File: src/rtl/serial_word_alu.sv
// serial_word_alu: bit-serial ALU for WIDTH-bit operands, processed LSB-first.
// One result bit is produced per clock through a single-bit datapath with a
// carry register. A start/done handshake frames each operation. The parallel
// result and the zero flag are updated when the last bit has been computed.
module serial_word_alu #(
    parameter int WIDTH = 8,
    parameter int CNTW  = $clog2(WIDTH)
) (
    input  logic             reclk,
    input  logic             rst,
    input  logic             start,
    input  logic [WIDTH-1:0] a,
    input  logic [WIDTH-1:0] b,
    input  logic [2:0]       op,
    output logic             busy,
    output logic             done,
    output logic [WIDTH-1:0] result,
    output logic             aluout,
    output logic             regout,
    output logic             zero
);

    localparam logic [2:0] OP_ADD  = 3'b000;
    localparam logic [2:0] OP_SUB  = 3'b001;
    localparam logic [2:0] OP_AND  = 3'b010;
    localparam logic [2:0] OP_OR   = 3'b011;
    localparam logic [2:0] OP_XOR  = 3'b100;
    localparam logic [2:0] OP_NOR  = 3'b101;
    localparam logic [2:0] OP_XNOR = 3'b110;

    localparam logic [CNTW-1:0] LAST = CNTW'(WIDTH - 1);

    typedef enum logic [1:0] {
        S_IDLE = 2'd0,
        S_RUN  = 2'd1,
        S_DONE = 2'd2
    } state_t;

    state_t state_reg, state_next;

    logic [WIDTH-1:0] a_sr_reg, b_sr_reg, res_sr_reg, result_reg;
    logic [2:0]       op_reg;
    logic [CNTW-1:0]  cnt_reg;
    logic             carry_reg, aluout_reg, zacc_reg, zero_reg;

    logic             bit_val, carry_next, b_eff, is_arith;

    // State register
    always_ff @(posedge reclk or posedge rst) begin
        if (rst) begin
            state_reg <= S_IDLE;
        end else begin
            state_reg <= state_next;
        end
    end

    // Next-state logic: DONE always lasts exactly one cycle
    always_comb begin
        state_next = state_reg;
        case (state_reg)
            S_IDLE:  if (start) state_next = S_RUN;
            S_RUN:   if (cnt_reg == LAST) state_next = S_DONE;
            S_DONE:  state_next = S_IDLE;
            default: state_next = S_IDLE;
        endcase
    end

    // Handshake outputs decoded from the state
    always_comb begin
        busy = (state_reg == S_RUN) || (state_reg == S_DONE);
        done = (state_reg == S_DONE);
    end

    // Single-bit function of the current operand bits and carry.
    // SUB reuses the adder with B inverted and carry preloaded to 1.
    always_comb begin
        is_arith   = (op_reg == OP_ADD) || (op_reg == OP_SUB);
        b_eff      = b_sr_reg[0] ^ (op_reg == OP_SUB);
        carry_next = carry_reg;
        case (op_reg)
            OP_ADD, OP_SUB: bit_val = a_sr_reg[0] ^ b_eff ^ carry_reg;
            OP_AND:         bit_val = a_sr_reg[0] & b_sr_reg[0];
            OP_OR:          bit_val = a_sr_reg[0] | b_sr_reg[0];
            OP_XOR:         bit_val = a_sr_reg[0] ^ b_sr_reg[0];
            OP_NOR:         bit_val = ~(a_sr_reg[0] | b_sr_reg[0]);
            OP_XNOR:        bit_val = ~(a_sr_reg[0] ^ b_sr_reg[0]);
            default:        bit_val = a_sr_reg[0];
        endcase
        if (is_arith) begin
            carry_next = (a_sr_reg[0] & b_eff) | (a_sr_reg[0] & carry_reg) | (b_eff & carry_reg);
        end
    end

    // Datapath: operand load on accept, one shift per RUN cycle, and a
    // parallel result/zero capture on the final bit only
    always_ff @(posedge reclk or posedge rst) begin
        if (rst) begin
            a_sr_reg   <= '0;
            b_sr_reg   <= '0;
            res_sr_reg <= '0;
            result_reg <= '0;
            op_reg     <= '0;
            cnt_reg    <= '0;
            carry_reg  <= 1'b0;
            aluout_reg <= 1'b0;
            zacc_reg   <= 1'b0;
            zero_reg   <= 1'b0;
        end else if (state_reg == S_IDLE) begin
            if (start) begin
                a_sr_reg   <= a;
                b_sr_reg   <= b;
                op_reg     <= op;
                cnt_reg    <= '0;
                aluout_reg <= 1'b0;
                zacc_reg   <= 1'b1;
                carry_reg  <= (op == OP_SUB);
            end
        end else if (state_reg == S_RUN) begin
            a_sr_reg   <= a_sr_reg >> 1;
            b_sr_reg   <= b_sr_reg >> 1;
            res_sr_reg <= {bit_val, res_sr_reg[WIDTH-1:1]};
            aluout_reg <= bit_val;
            zacc_reg   <= zacc_reg & ~bit_val;
            carry_reg  <= carry_next;
            if (cnt_reg == LAST) begin
                result_reg <= {bit_val, res_sr_reg[WIDTH-1:1]};
                zero_reg   <= zacc_reg & ~bit_val;
            end else begin
                cnt_reg <= cnt_reg + CNTW'(1);
            end
        end
    end

    assign result = result_reg;
    assign aluout = aluout_reg;
    assign regout = carry_reg;
    assign zero   = zero_reg;

endmodule
File: config.mk
export PLATFORM = sky130hd
export DESIGN_NAME = serial_word_alu
export DESIGN_NICKNAME = d
export VERILOG_FILES = /design/src/rtl/serial_word_alu.sv
export SDC_FILE = /design/constraint.sdc
export NUM_CORES = 1
export LEC_CHECK = 0
export ABC_AREA = 1
export ABC_CLOCK_PERIOD_IN_PS = 2600
export BUFFER_PORTS_ARGS = -buffer_cell sky130_fd_sc_hd__clkbuf_2
export CAP_MARGIN = 20
export CORE_AREA = 2 2 66 68
export CTS_BUF_LIST = sky130_fd_sc_hd__clkbuf_8
export DETAILED_ROUTE_END_ITERATION = 10
export DIE_AREA = 0 0 68 70
export GPL_ROUTABILITY_DRIVEN = 1
export PLACE_DENSITY_LB_ADDON = 0.08
export SYNTH_ARGS = -nofsm -noshare
export SYNTH_HDL_FRONTEND = slang
export SYNTH_SLANG_ARGS = --single-unit
File: constraint.sdc
create_clock -name reclk -period 2.6 [get_ports reclk]
set_input_delay 0.26 -clock reclk [delete_from_list [all_inputs] [get_ports reclk]]
set_output_delay 0.26 -clock reclk [all_outputs]
set_load 0.01 [all_outputs]
# ---- Yosys cells after proc, flatten, opt, wreduce, memory -nomap -nowiden
# Cells that the tools add are included.
dict set report classes {
  addsub 1
  eq_ne 13
  n_mux 24
  n_bitwise 16
  reduce_logical 14
}
# op n
set ops {}
lappend ops {{two-way mux 8 bit} 6}
lappend ops {{equality test 3 bit (second input constant)} 4}
lappend ops {{two-way mux 3 bit} 4}
lappend ops {{two-way mux 1 bit} 10}
lappend ops {{AND reduction 3 bit} 3}
lappend ops {{AND reduction 2 bit} 4}
lappend ops {{equality test 3 x 1 -> 1 bit (second input constant)} 2}
lappend ops {{equality test 3 x 2 -> 1 bit (second input constant)} 2}
lappend ops {{one-hot mux 1 bit (6 select lines)} 1}
lappend ops {{bitwise AND 1 bit} 5}
lappend ops {{two-way mux 2 bit} 2}
lappend ops {{inequality test 2 bit (second input constant)} 2}
lappend ops {{inverter 1 bit} 4}
lappend ops {{one-hot mux 2 bit (2 select lines)} 1}
lappend ops {{nonzero test 2 bit} 2}
lappend ops {{bitwise XOR 1 bit} 4}
lappend ops {{adder 3 x 1 -> 3 bit (second input constant)} 1}
lappend ops {{zero test 3 bit} 1}
lappend ops {{bitwise OR 1 bit} 3}
lappend ops {{equality test 2 x 1 -> 1 bit (second input constant)} 1}
lappend ops {{equality test 2 bit (second input constant)} 1}
lappend ops {{zero test 2 bit} 1}
lappend ops {{logical OR 1 bit} 2}
lappend ops {{inequality test 2 x 1 -> 1 bit (second input constant)} 1}
lappend ops {{OR reduction 2 bit} 1}
dict set report word_totals {
  ff_bits 44
  input_bits 22
  out_inout_bits 13
  word_cells 79
}

# ---- Longest topological paths before layout
dict set report logic_depth {
  depth_word 9
  depth_mapped 11
  depth_no_buf 11
}

# ---- Worst setup path after synthesis
# No wires, ideal clock.
dict set report synth_timing {
  kind {flip-flop to flip-flop}
  from {register op_reg[1]}
  to {register zacc_reg}
  setup_time_ns 0.113
  t_arrival_ns 1.589
  required_ns 2.487
  slack_ns 0.898
  stages_incl_launch_ff 10
  path_buffers 0
  synth_period_minus_slack_ns 1.702
  cell_sequence {dfrtp_1 nor2_1 nand2_1 xor2_1 fa_1 nand2_1 nand2_1 nand3_1 nand2_1 inv_1}
}
dict set report synth_via {
  elab_chain_cells 9
  word_cells_on_any_way 16
  cone_classes {eq/ne (6); mux (3); bitwise (5); reduce/logical (2)}
}
# item line_no
set synth_lines {}
lappend synth_lines {{start: declaration} 42} ;# logic [2:0] op_reg;
lappend synth_lines {{start signal: assignment} 112} ;# op_reg <= op;
lappend synth_lines {{equality test 3 x 1 -> 1 bit} {78, 80}}
lappend synth_lines {{bitwise XOR 1 bit} 78} ;# b_eff = b_sr_reg[0] ^ (op_reg == OP_SUB);
lappend synth_lines {{bitwise XOR 1 bit (2 in a row)} 81} ;# OP_ADD, OP_SUB: bit_val = a_sr_reg[0] ^ b_eff ^ carry_reg;
lappend synth_lines {{one-hot mux 1 bit (6 select lines) *} 80} ;# case (op_reg)
lappend synth_lines {{inverter 1 bit *} 123} ;# zacc_reg <= zacc_reg & ~bit_val;
lappend synth_lines {{bitwise AND 1 bit *} 123}
lappend synth_lines {{two-way mux 1 bit *} 118} ;# end else if (state_reg == S_RUN) begin
lappend synth_lines {{two-way mux 1 bit *} 108} ;# end else if (state_reg == S_IDLE) begin
lappend synth_lines {{end signal: assignment} 123}
lappend synth_lines {{end: declaration} 44} ;# logic carry_reg, aluout_reg, zacc_reg, zero_reg;
# Mark *: on every way between the ends. The rest lies on a longest branch, timed or not. The select of a mux whose other input is x is not followed.
# A chain may end at the register's enable or synchronous reset.

# ---- Worst setup path after layout
dict set report layout_timing {
  from {register state_reg[0]}
  to {register b_sr_reg[6]}
}
dict set report layout_via {
  elab_chain_cells 3
  word_cells_on_any_way 6
  cone_classes {eq/ne (2); mux (1); reduce/logical (3)}
}
# item line_no
set layout_lines {}
lappend layout_lines {{start: declaration} 39} ;# state_t state_reg, state_next;
lappend layout_lines {{start signal: assignment} 53} ;# state_reg <= state_next;
lappend layout_lines {{equality test 2 x 1 -> 1 bit or zero test 2 bit (tied branches)} {118, 108}}
lappend layout_lines {{nonzero test 2 bit (no source line) or inequality test 2 bit (tied branches)} --}
lappend layout_lines {{AND reduction 2 bit (no source line)} --}
lappend layout_lines {{end signal: assignment} 120} ;# b_sr_reg <= b_sr_reg >> 1;
lappend layout_lines {{end: declaration} 41} ;# logic [WIDTH-1:0] a_sr_reg, b_sr_reg, res_sr_reg, result_reg;
# Several ways; a longest one is shown, not always the timed one.

==> flow_metrics.tcl <==
set metrics [dict create \
    outcome "completed" \
    remaining_drc_errors 0 \
    grtUsageTotal_pct 17.9 \
    netlist-cell-type-count 24 \
    synth-seq-area-share_pct 51.7 \
    postCtsSetupBuffers 0 \
    synth_top_flop_cell "dfrtp_1" \
    timing.max_cap.violations 0 \
    die_x_um 68 \
    detail_route.wl_per_cell_um 11.3 \
    fmax_mhz 533 \
    via_count 1583 \
    postRouteWirelength_mm 3.64 \
    synth_compound_gate_area_share_pct 17.4 \
    number_of_routed_nets_with_antenna_violations 0 \
    tns_ns 0 \
    cts_tree "yes" \
    synth_fa_ha_area_share_pct 5.17 \
    netlist_top_cells_count "60 x nand2_1, 43 x dfrtp_1, 33 x inv_1" \
    place_hpwl_mm 2.62 \
    tritoncts.num_buffers 5 \
    synth-seq-cells 43 \
    grt_first_pass_wirelength_mm 6.49 \
    worst_r2r_path_depth 7 \
    critical_path.reg2reg.endpoint "b_sr_reg[6]" \
    globalRoute.totalOverflow 0 \
    first_global_vias 1482 \
    setup_viol 0 \
    fp.dieArea_sq_mm 0.00476 \
    worst_clock_skew_ns 0.00859 \
    muxShareOfSynthArea_pct 0 \
    via_per_inst 4.92 \
    worst_setup_path_start_kind "flop" \
    hold_violations 0 \
    synth_edf_count 0 \
    io_pins 35 \
    first_iter_violations 98 \
    hold_path_depth 3 \
    worst_r2r_startpoint "state_reg[0]" \
    non_filler_instances 322 \
    worst_hold_path.endpoint "b_sr_reg[7]" \
    synth_top_cells_by_area "dfrtp_1 52%, nand2_1 11%, inv_1 5.9%, o21ai_0 5.8%, o211ai_1 5.0%" \
    synthDominantAreaCellType "dfrtp_1" \
    cell_total_after_placement 313 \
    power_density_mw_per_mm2 1140 \
    synth_async_sr_flop_share_pct 100 \
    drt_pass1_iterations 5 \
    multi_input_area_sq_um 800 \
    synthesis_to_finish_area_growth_pct 15.3 \
    root_buffer "clkbuf_8" \
    fp-row-count 24 \
    post_synth.cell_area_avg_sq_um 8.98 \
    yosysTopAreaCellShare_pct 51.7 \
    reg2reg_setup_slack_ns 0.72 \
    antennaDiodeCount 0 \
    clock_latency_ns 0.30 \
    synth_top_family_by_area "compound AO/OA/AOI/OAI gates" \
    worst_ir_drop_vdd_v 0.000601 \
    ys_warn_count 0 \
    worstPathMaxFanout 30 \
    cts-htree-levels 2 \
    fill_cells 399 \
    slew_viol_final 0 \
    slowest_delay_ns 0.47 \
    die_height_um 70 \
    syn_area_sq_mm 0.00208 \
    timing.critical_path.from "state_reg[0]" \
    crit_required_ns 2.77 \
    core_area_sq_mm 0.00414 \
    drive_gt1_share_pct 22.6 \
    critical_path.cell_chain "inv_1 -> ha_1 -> nor2_4 -> a21oi_4 -> inv_2 -> o211ai_1 -> o21ai_0" \
    timing.hold.worst.class "in2reg" \
    timing_worst_setup_path_type "reg2reg" \
    synthSimpleGateAreaFrac_pct 15.4 \
    min-delay-start "b[7]" \
    synth_xor_xnor_area_share_pct 0.420 \
    final.hold.worst_slack_ns 0.198 \
    timing.slew.headroom_pct 67.0 \
    setup_repair_after_global_routing_missed_its_margin "no" \
    synthMostInstantiatedCell "nand2_1" \
    maximum_number_of_pins_on_one_net_before_global_route_repair 32 \
    synth.net_count 262 \
    power_leakage_nw 1.24 \
    total_nets_final 299 \
    cts.sink_count 43 \
    initial_core_util_pct 50.3 \
    cts.reportedPaths.clkPinSlew_ns 0.09 \
    setup.worst_path.end_class "flop" \
    cts_max_path_buffers 2 \
    crit_path_top_delay_cell "ha_1" \
    finalCritPeriodShare_pct 72.2 \
    synth_cells 232 \
    worst-slew-pin-transition_ns 0.496 \
    period_needed_ns 1.88 \
    grt_antenna_before_repair 0 \
    timing.critical_path.arrival_ns 2.04 \
    gp_congestion 0.793 \
    seqCellArea_sq_mm 0.00108 \
    place.port_buffers 34 \
]
## routing by layer
metal	vias to the layer above	GRT usage [%]	routed length [um]
met5	-	0	0
met4	0	6.00	29
met3	2	5.31	163
met2	33	28.4	1750
met1	731	23.0	1700
li1	817	-	-
## layout by cell type, fill, tap and decap left out, types with 4 or more instances in the layout
cell | Yosys | routed
clkbuf_8 | 0 | 5
dfrtp_1 | 43 | 43
inv_1 | 33 | 33
o21ai_0 | 24 | 24
clkbuf_2 | 0 | 34
o21ai_1 | 7 | 7
inv_2 | 4 | 4
o211ai_1 | 14 | 14
nor2_1 | 5 | 5
nand2_1 | 60 | 60
ha_1 | 7 | 7
o21ai_2 | 7 | 7
nand3_1 | 7 | 7
buf_4 | 0 | 4
## cell families (layout without fill, tap and decap cells)
logic type | count (synthesis) | after routing
AO/OA/AOI/OAI | 57 | 57
AND/OR/NAND/NOR | 77 | 77
buffers and inverters | 46 | 84
XOR/XNOR | 1 | 1
flip-flops | 43 | 43
adder cells (fa/ha/maj) | 8 | 8
## worst max path at each step
stage | slack (ns) | end
finish | 0.72 | b_sr_reg[6]
global route | 0.52 | b_sr_reg[5]
CTS | 0.71 | b_sr_reg[6]
detailed placement | 0.73 | b_sr_reg[6]
global placement | 0.77 | a_sr_reg[6]
floorplan | 0.90 | zacc_reg
## critical path, delay by kind of cell (launching register included)
| family | cells | cell delay, ns |
|---|---|---|
| fa+ha+maj | 1 | 0.47 |
| flops | 1 | 0.41 |
| simple gates | 1 | 0.13 |
| buf+inv | 2 | 0.30 |
| compound gates | 3 | 0.43 |
## power by group
part           internal [mW]  switching, mW  leakage, nW
Clock                  0.286          0.231       0.0581
Combinational          0.409          0.747        0.634
Sequential             0.928          0.130        0.550
## layout make-up
type	count	area share, %
clock buffers	5	2.86
clock inverters	3	1.82
inverters	37	5.78
multi-input cells	143	33.3
flip-flops and latches	43	44.8
well taps	52	2.71
repair buffers	39	8.75
## per-stage QoR
step	total power, mW	setup WS [ns]	area, sq um	utilization, %
finish	2.73	0.724	2400	58.0
global route	3.03	0.524	2400	58.0
CTS	2.77	0.709	2400	58.0
detailed placement	2.24	0.726	2280	55.0
global placement	2.21	0.771	2280	55.0
floorplan	2.03	0.898	2080	-
## repair_timing
item | 4_1_cts | 5_1_grt
hold buffers | 1 | 0
hold endpoints to repair | 19 | 0
gates resized for setup | 0 | 0
No activity file was read; power rests on OpenSTA's default activity.
